==> src/rtl/multicycle_rv_core.sv <==
// Multi-cycle RV32I-subset core (RV32E when NUM_REGS=16) with handshake memory ports.
// Ports:
//   clk, rst_n                      clock, asynchronous active-low reset
//   imem_req/addr/ready/rdata       instruction fetch (addr = PC, held until ready)
//   dmem_req/we/addr/wdata/ready/rdata  word data access (held until ready)
//   pc_out, retire, halted          current PC, commit pulse, stopped flag
// NUM_REGS must be 16 or 32.
module multicycle_rv_core #(
    parameter logic [31:0] RESET_PC = 32'h0000_0000,
    parameter int unsigned NUM_REGS = 32
) (
    input  logic        clk,
    input  logic        rst_n,
    output logic        imem_req,
    output logic [31:0] imem_addr,
    input  logic        imem_ready,
    input  logic [31:0] imem_rdata,
    output logic        dmem_req,
    output logic        dmem_we,
    output logic [31:0] dmem_addr,
    output logic [31:0] dmem_wdata,
    input  logic        dmem_ready,
    input  logic [31:0] dmem_rdata,
    output logic [31:0] pc_out,
    output logic        retire,
    output logic        halted
);
    localparam int unsigned XLEN = 32;
    localparam int unsigned RA_W = (NUM_REGS == 16) ? 4 : 5;
    localparam logic [5:0]  NREG = 6'(NUM_REGS);

    localparam logic [6:0] OP_LUI = 7'h37, OP_AUIPC = 7'h17, OP_JAL = 7'h6f, OP_JALR = 7'h67;
    localparam logic [6:0] OP_BRANCH = 7'h63, OP_LOAD = 7'h03, OP_STORE = 7'h23;
    localparam logic [6:0] OP_IMM = 7'h13, OP_REG = 7'h33;

    typedef enum logic [2:0] {S_FETCH, S_DECODE, S_EXEC, S_MEM, S_WB, S_HALT} state_e;

    state_e            state_q, state_d;
    logic [XLEN-1:0]   pc_q, pc_d, ir_q, ir_d, res_q, res_d, npc_q, npc_d;
    logic [XLEN-1:0]   daddr_q, daddr_d, dwdata_q, dwdata_d;
    logic              dwe_q, dwe_d;
    logic              ireq_q, ireq_d, dreq_q, dreq_d, retire_q, retire_d, halted_q, halted_d;
    logic [XLEN-1:0]   rf_q [NUM_REGS];
    logic              rf_we;
    logic [XLEN-1:0]   wb_data;

    // Instruction fields
    logic [6:0] opcode, f7;
    logic [4:0] rd, rs1, rs2;
    logic [2:0] f3;
    assign opcode = ir_q[6:0];
    assign rd     = ir_q[11:7];
    assign f3     = ir_q[14:12];
    assign rs1    = ir_q[19:15];
    assign rs2    = ir_q[24:20];
    assign f7     = ir_q[31:25];

    logic [XLEN-1:0] imm_i, imm_s, imm_b, imm_u, imm_j, imm;
    assign imm_i = {{20{ir_q[31]}}, ir_q[31:20]};
    assign imm_s = {{20{ir_q[31]}}, ir_q[31:25], ir_q[11:7]};
    assign imm_b = {{19{ir_q[31]}}, ir_q[31], ir_q[7], ir_q[30:25], ir_q[11:8], 1'b0};
    assign imm_u = {ir_q[31:12], 12'h000};
    assign imm_j = {{11{ir_q[31]}}, ir_q[31], ir_q[19:12], ir_q[20], ir_q[30:21], 1'b0};

    // Decode: legality, which register fields are live, immediate format
    logic legal, use_rs1, use_rs2, use_rd, reg_bad;
    always_comb begin
        legal   = 1'b0;
        use_rs1 = 1'b0;
        use_rs2 = 1'b0;
        use_rd  = 1'b0;
        imm     = '0;
        case (opcode)
            OP_LUI, OP_AUIPC: begin legal = 1'b1; use_rd = 1'b1; imm = imm_u; end
            OP_JAL:    begin legal = 1'b1; use_rd = 1'b1; imm = imm_j; end
            OP_JALR:   begin legal = (f3 == 3'd0); use_rs1 = 1'b1; use_rd = 1'b1; imm = imm_i; end
            OP_BRANCH: begin legal = (f3 != 3'd2) && (f3 != 3'd3); use_rs1 = 1'b1; use_rs2 = 1'b1; imm = imm_b; end
            OP_LOAD:   begin legal = (f3 == 3'd2); use_rs1 = 1'b1; use_rd = 1'b1; imm = imm_i; end
            OP_STORE:  begin legal = (f3 == 3'd2); use_rs1 = 1'b1; use_rs2 = 1'b1; imm = imm_s; end
            OP_IMM: begin
                use_rs1 = 1'b1; use_rd = 1'b1; imm = imm_i;
                if (f3 == 3'd1)      legal = (f7 == 7'h00);
                else if (f3 == 3'd5) legal = (f7 == 7'h00) || (f7 == 7'h20);
                else                 legal = 1'b1;
            end
            OP_REG: begin
                use_rs1 = 1'b1; use_rs2 = 1'b1; use_rd = 1'b1;
                legal = (f7 == 7'h00) || ((f7 == 7'h20) && ((f3 == 3'd0) || (f3 == 3'd5)));
            end
            default: legal = 1'b0;
        endcase
    end
    assign reg_bad = (use_rs1 && ({1'b0, rs1} >= NREG)) || (use_rs2 && ({1'b0, rs2} >= NREG))
                   || (use_rd && ({1'b0, rd} >= NREG));

    // x0 is never written, so entry 0 always reads zero
    logic [XLEN-1:0] rs1_v, rs2_v, b_op, alu;
    logic [4:0]      shamt;
    assign rs1_v = rf_q[rs1[RA_W-1:0]];
    assign rs2_v = rf_q[rs2[RA_W-1:0]];
    assign b_op  = (opcode == OP_REG) ? rs2_v : imm;
    assign shamt = b_op[4:0];

    always_comb begin
        case (f3)
            3'd0:    alu = ((opcode == OP_REG) && f7[5]) ? rs1_v - b_op : rs1_v + b_op;
            3'd1:    alu = rs1_v << shamt;
            3'd2:    alu = {31'd0, $signed(rs1_v) < $signed(b_op)};
            3'd3:    alu = {31'd0, rs1_v < b_op};
            3'd4:    alu = rs1_v ^ b_op;
            3'd5:    alu = f7[5] ? $unsigned($signed(rs1_v) >>> shamt) : rs1_v >> shamt;
            3'd6:    alu = rs1_v | b_op;
            default: alu = rs1_v & b_op;
        endcase
    end

    logic taken;
    always_comb begin
        case (f3)
            3'd0:    taken = (rs1_v == rs2_v);
            3'd1:    taken = (rs1_v != rs2_v);
            3'd4:    taken = $signed(rs1_v) < $signed(rs2_v);
            3'd5:    taken = $signed(rs1_v) >= $signed(rs2_v);
            3'd6:    taken = rs1_v < rs2_v;
            3'd7:    taken = rs1_v >= rs2_v;
            default: taken = 1'b0;
        endcase
    end

    // Execute: result, next PC and the misalignment fault
    logic [XLEN-1:0] pc_plus4, pc_imm, rs1_imm, exe_res, exe_npc;
    logic            exe_bad, is_mem;
    assign pc_plus4 = pc_q + 32'd4;
    assign pc_imm   = pc_q + imm;
    assign rs1_imm  = rs1_v + imm;
    assign is_mem   = (opcode == OP_LOAD) || (opcode == OP_STORE);
    always_comb begin
        exe_res = alu;
        exe_npc = pc_plus4;
        exe_bad = 1'b0;
        case (opcode)
            OP_LUI:    exe_res = imm;
            OP_AUIPC:  exe_res = pc_imm;
            OP_JAL:    begin exe_res = pc_plus4; exe_npc = pc_imm; end
            OP_JALR:   begin exe_res = pc_plus4; exe_npc = {rs1_imm[31:1], 1'b0}; end
            OP_BRANCH: if (taken) exe_npc = pc_imm;
            OP_LOAD, OP_STORE: begin exe_res = rs1_imm; exe_bad = (rs1_imm[1:0] != 2'b00); end
            default:   exe_res = alu;
        endcase
        if (exe_npc[1:0] != 2'b00) exe_bad = 1'b1;
    end

    // Next-state and datapath register updates
    always_comb begin
        state_d  = state_q;
        pc_d     = pc_q;
        ir_d     = ir_q;
        res_d    = res_q;
        npc_d    = npc_q;
        daddr_d  = daddr_q;
        dwdata_d = dwdata_q;
        dwe_d    = dwe_q;
        rf_we    = 1'b0;
        wb_data  = res_q;
        case (state_q)
            S_FETCH: if (ireq_q && imem_ready) begin
                ir_d    = imem_rdata;
                state_d = S_DECODE;
            end
            S_DECODE: state_d = (legal && !reg_bad) ? S_EXEC : S_HALT;
            S_EXEC: begin
                if (exe_bad) begin
                    state_d = S_HALT;
                end else begin
                    res_d   = exe_res;
                    npc_d   = exe_npc;
                    state_d = S_WB;
                    if (is_mem) begin
                        daddr_d  = exe_res;
                        dwdata_d = rs2_v;
                        dwe_d    = (opcode == OP_STORE);
                        state_d  = S_MEM;
                    end
                end
            end
            S_MEM: if (dreq_q && dmem_ready) begin
                if (!dwe_q) res_d = dmem_rdata;
                state_d = S_WB;
            end
            S_WB: begin
                rf_we   = use_rd && (rd != 5'd0);
                pc_d    = npc_q;
                state_d = S_FETCH;
            end
            S_HALT:  state_d = S_HALT;
            default: state_d = S_HALT;
        endcase
        ireq_d   = (state_d == S_FETCH);
        dreq_d   = (state_d == S_MEM);
        retire_d = (state_d == S_WB);
        halted_d = (state_d == S_HALT);
    end

    always_ff @(posedge clk or negedge rst_n) begin
        if (!rst_n) begin
            state_q  <= S_FETCH;
            pc_q     <= RESET_PC;
            ir_q     <= '0;
            res_q    <= '0;
            npc_q    <= '0;
            daddr_q  <= '0;
            dwdata_q <= '0;
            dwe_q    <= 1'b0;
            ireq_q   <= 1'b0;
            dreq_q   <= 1'b0;
            retire_q <= 1'b0;
            halted_q <= 1'b0;
            for (int i = 0; i < NUM_REGS; i++) rf_q[i] <= '0;
        end else begin
            state_q  <= state_d;
            pc_q     <= pc_d;
            ir_q     <= ir_d;
            res_q    <= res_d;
            npc_q    <= npc_d;
            daddr_q  <= daddr_d;
            dwdata_q <= dwdata_d;
            dwe_q    <= dwe_d;
            ireq_q   <= ireq_d;
            dreq_q   <= dreq_d;
            retire_q <= retire_d;
            halted_q <= halted_d;
            if (rf_we) rf_q[rd[RA_W-1:0]] <= wb_data;
        end
    end

    assign imem_req   = ireq_q;
    assign imem_addr  = pc_q;
    assign dmem_req   = dreq_q;
    assign dmem_we    = dwe_q;
    assign dmem_addr  = daddr_q;
    assign dmem_wdata = dwdata_q;
    assign pc_out     = pc_q;
    assign retire     = retire_q;
    assign halted     = halted_q;
endmodule
==> config.mk <==
export PLATFORM = sky130hd
export DESIGN_NAME = multicycle_rv_core
export DESIGN_NICKNAME = d
export VERILOG_FILES = /design/src/rtl/multicycle_rv_core.sv
export SDC_FILE = /design/constraint.sdc
export NUM_CORES = 2
export LEC_CHECK = 0
export BUFFER_PORTS_ARGS = -buffer_cell sky130_fd_sc_hd__buf_2
export CAP_MARGIN = 20
export CORE_ASPECT_RATIO = 1.1
export CORE_UTILIZATION = 64
export CTS_CLUSTER_DIAMETER = 80
export DETAILED_ROUTE_END_ITERATION = 10
export PLACE_DENSITY = 0.81
export RECOVER_POWER = 50
export SYNTH_ARGS = -nofsm -noshare
export SYNTH_HDL_FRONTEND = slang
export SYNTH_SLANG_ARGS = --single-unit
export TNS_END_PERCENT = 50
==> constraint.sdc <==
create_clock -name clk -period 7.5 [get_ports clk]
set_clock_uncertainty 0.05 [all_clocks]
set_input_delay 1.5 -clock clk [delete_from_list [all_inputs] [get_ports clk]]
set_output_delay 1.5 -clock clk [all_outputs]
set_load 0.02 [all_outputs]
==> results by group <==
Synthesis
  • Yosys cell types: 102
  • Register bit count reported by yosys: 1224
  • Gate Count Post-Synth: 7097
  • Mean post-synth cell area: 11.0 um2
  • Syn_nets: 7361
  • Mapped Area: 78000 um2
  • Top_reg_cell synth: dfrtp_1
  • Synthesis warning total: 0
  • Sequential fraction of the synthesis area: 0.393
  • Post-synth EDFFs: 0
  • Post-synth ARST share: 1.00

Setup path
  • Startpoint Class: flop
  • CP top delay family: compound AO/OA/AOI/OAI gates
  • Crit-path most repeated cell: buf_4
  • Worst path cell trace: buf_12, buf_12, buf_4, mux2i_1, a22oi_1, a21oi_1, or4_4, o21a_4, buf_4, clkinv_4, buf_4, nand2_1, o221ai_1, nor3b_1, o311ai_0, o311ai_0, a31oi_1
  • CP required: 8100 ps
  • Crit path max-delay cell type: o311ai_0
  • Setup crit end kind: flop
  • Reg-to-reg startpoint: ir_q[20]$_DFFE_PN0P_
  • Worst setup startpoint: ir_q[20]$_DFFE_PN0P_
  • CP Max Fanout: 52
  • Critical Path Max Stage Delay: 900 ps
  • Setup CP Type: reg2reg
  • CP arrival: 8060 ps
  • Worst Path Buf+Inv: 6

Final layout
  • Share of cells above drive strength 1: 0.307
  • # nets final: 7375
  • Design Area, Final: 86100 um2
  • Area Overhead vs Synth: 10.4%

STA
  • Tcrit/Tclk final: 0.995
  • RSZ-0062 raised after global routing: no
  • Final Critical Period: 7470 ps
  • Max-slew headroom: -1.44
  • Slew Limit Fails: 998
  • Least-Margin Pin Slew: 3670 ps
  • Hold_ws: 349 ps
  • Final hold violations: 0
  • Fin Setup TNS: 0 ps
  • Max Clock Freq: 0.134 GHz
  • Setup-failing EPs final: 0

Pwr
  • Switch share: 0.462
  • Cell area power density: 317 nW/um2
  • Sw Pwr: 12600 uW
  • Comb pwr share: 0.487
  • Part of the power in registers: 0.261
  • Clk pwr share: 0.252
  • Maximum vdd drop: 0.000276 V
  • Pint: 14700 uW
  • Leakage power: 0.0405 uW

Floorplan
  • Initial core utilization: 0.645
  • Area of the core: 121000 um2
  • Die ar.: 123000 um2
  • Row cnt: 134
  • Die Width: 335 um
  • Chip Height: 368 um
  • Io pins: 201

Flow run
  • Max-cap violations: 12

Run status
  • Status: complete, but fails checks
  • Failing checks: capacitance limit, slew limit

Routing
  • Routed wire length: 341000 um
  • Drt drc: 0
  • DR WL/cell: 38.5 um
  • DRT Pass-1 Iters: 9
  • Routed vias: 69000
  • DRT antenna net count: 0
  • Via density: 7.78
  • Initial DRC Count: 10900

GRT
  • First-pass GRT wire length: 484000 um
  • Largest net degree at the start of global routing: 179
  • GRT Util Overall: 0.550
  • Initial antenna violation count: 25
  • Vias in the first global route: 67800
  • Gr ovfl total: 0

Placed design
  • Post-DP HPWL: 226000 um
  • Final Wtd Congestion: 1.11
  • I/O Buffers: 200
  • DP Area: 81200 um2

Min path
  • Min-delay worst type: reg2reg
  • Hold Crit Start: rf_q[1009]$_DFFE_PN0P_

CTS
  • Hold-fix buffers at CTS: 0
  • CTS tree: done
  • Max clock buf depth: 3
  • Clk Tree Root Cell: clkbuf_16
  • TritonCTS buffer count: 131
  • Clk Latency, worst-skew pair: 850 ps
  • Worst-path clk slew: 60 ps
  • Clk sink count: 1224
  • H-tree depth: 4
## worst register-to-register path, stage by stage (launching register included)
cell	delay, ps
dfrtp_4	710
buf_12	290
buf_12	320
buf_4	350
mux2i_1	140
a22oi_1	200
a21oi_1	110
or4_4	690
o21a_4	260
buf_4	230
clkinv_4	80
buf_4	530
nand2_1	490
o221ai_1	750
nor3b_1	650
o311ai_0	430
o311ai_0	900
a31oi_1	170
## registers in the layout, indices dropped and copies added (netlist names), 3 cells and up
register	count
imem_addr	32
dmem_addr	32
state_q	3
ir_q	32
npc_q	32
rf_q	1024
res_q	32
dmem_wdata	32
## per-layer routing
| layer | track usage | wire length (um) | vias to the layer above |
|---|---|---|---|
| li1 | - | - | 26600 |
| met3 | 0.224 | 49000 | 2131 |
| met1 | 0.658 | 115000 | 33900 |
| met5 | 0 | 103 | - |
| met2 | 0.771 | 141000 | 6336 |
| met4 | 0.464 | 36600 | 16 |
## cell families after synthesis
| logic type | Yosys count | share of synthesized area |
|---|---|---|
| AO/OA/AOI/OAI | 1477 | 0.123 |
| XOR/XNOR | 99 | 0.0111 |
| adder cells (fa/ha/maj) | 196 | 0.0318 |
| buffers and inverters | 807 | 0.0450 |
| flip-flops | 1224 | 0.393 |
| multiplexers | 1984 | 0.319 |
| AND/OR/NAND/NOR | 1310 | 0.0774 |
## stage by stage
step           total power [uW]  std cells   util  worst slack, ps
2_1_floorplan             14200       7097      -              886
3_3_place_gp              19600       8589  0.671              303
3_5_place_dp              19600       8590  0.671              288
4_1_cts                   26400       8827  0.708              301
5_1_grt                   27700       8847  0.711             91.3
6_report                  27300       8860  0.711             34.1
## area by class of cell
cell class	instances	area (um2)
clock buffer	183	3670
tap	1632	2040
fill	8101	34900
clock inverter	54	847
multi-input combinational	5066	44100
timing repair buffer	555	4250
antenna	13	32.5
inverter	133	510
sequential	1224	30700
## what timing repair did
action / in CTS / in global routing
buffers inserted: 0 / 0
endpoints found under the setup margin: 0 / 2
gates resized for setup: 0 / 2
## final timing paths
check	to	slack, ps	cells after the start
worst max-delay path	res_q[19]$_DFFE_PN0P_	30	17
worst max register to register	res_q[19]$_DFFE_PN0P_	30	17
worst min-delay path	rf_q[1009]$_DFFE_PN0P_	350	0
min in group asynchronous	imem_addr[29]$_DFFE_PN0P_	1820	1
worst min register to register	rf_q[1009]$_DFFE_PN0P_	350	0
max in group asynchronous	rf_q[642]$_DFFE_PN0P_	1260	2
## Yosys cell counts (all sizes together) (11+ instances only)
| cell | number | area (um2) |
|---|---|---|
| nor4 | 16 | 106 |
| nand2 | 464 | 1740 |
| xor2 | 42 | 368 |
| nand2b | 30 | 188 |
| o21a | 37 | 285 |
| dfrtp | 1224 | 30600 |
| a31oi | 30 | 188 |
| a221oi | 29 | 254 |
| o221ai | 27 | 236 |
| a22o | 11 | 96.3 |
| a211oi | 80 | 606 |
| and3 | 23 | 144 |
| inv | 126 | 473 |
| and2 | 47 | 294 |
| mux2 | 1044 | 11800 |
| buf | 279 | 1520 |
| nand4 | 47 | 294 |
| or3 | 27 | 169 |
| mux2i | 643 | 6440 |
| a21o | 66 | 495 |
| mux4 | 297 | 6690 |
| a22oi | 165 | 1240 |
| a21oi | 402 | 2020 |
| nor2b | 28 | 175 |
| o22ai | 89 | 557 |
| nor3 | 71 | 360 |
| clkbuf | 395 | 1480 |
| a311oi | 11 | 96.3 |
| ha | 192 | 2400 |
| a2111oi | 16 | 159 |
| o211ai | 60 | 450 |
| o31ai | 20 | 150 |
| nand3 | 155 | 776 |
| a21boi | 16 | 120 |
| nor2 | 340 | 1290 |
| or2 | 20 | 125 |
| o21ai | 283 | 1420 |
| xnor2 | 57 | 499 |
| o21bai | 13 | 97.6 |
## power groups by stage
stage | registers [uW] | clock network (uW) | logic, uW
CTS | 7170 | 6840 | 12400
finish | 7120 | 6890 | 13300
global route | 7130 | 7090 | 13500
global placement | 7270 | 0 | 12400
floorplan | 7040 | 0 | 7190
detailed placement | 7280 | 0 | 12300
## placed cells by master, fill, tap and decap left out, types with 57 or more instances in the layout
cell,instances
dfrtp_1,1217
a22oi_1,165
o21ai_0,265
nor3_1,66
nand3_1,155
nand2_1,430
nor2_1,334
o22ai_1,89
a21oi_1,399
buf_4,299
a21o_1,66
a211oi_1,79
o211ai_1,60
inv_1,121
mux4_2,297
buf_2,199
clkbuf_16,131
xnor2_1,57
ha_1,192
mux2i_1,642
mux2_2,1041
(Power assumes the default switching activity.)
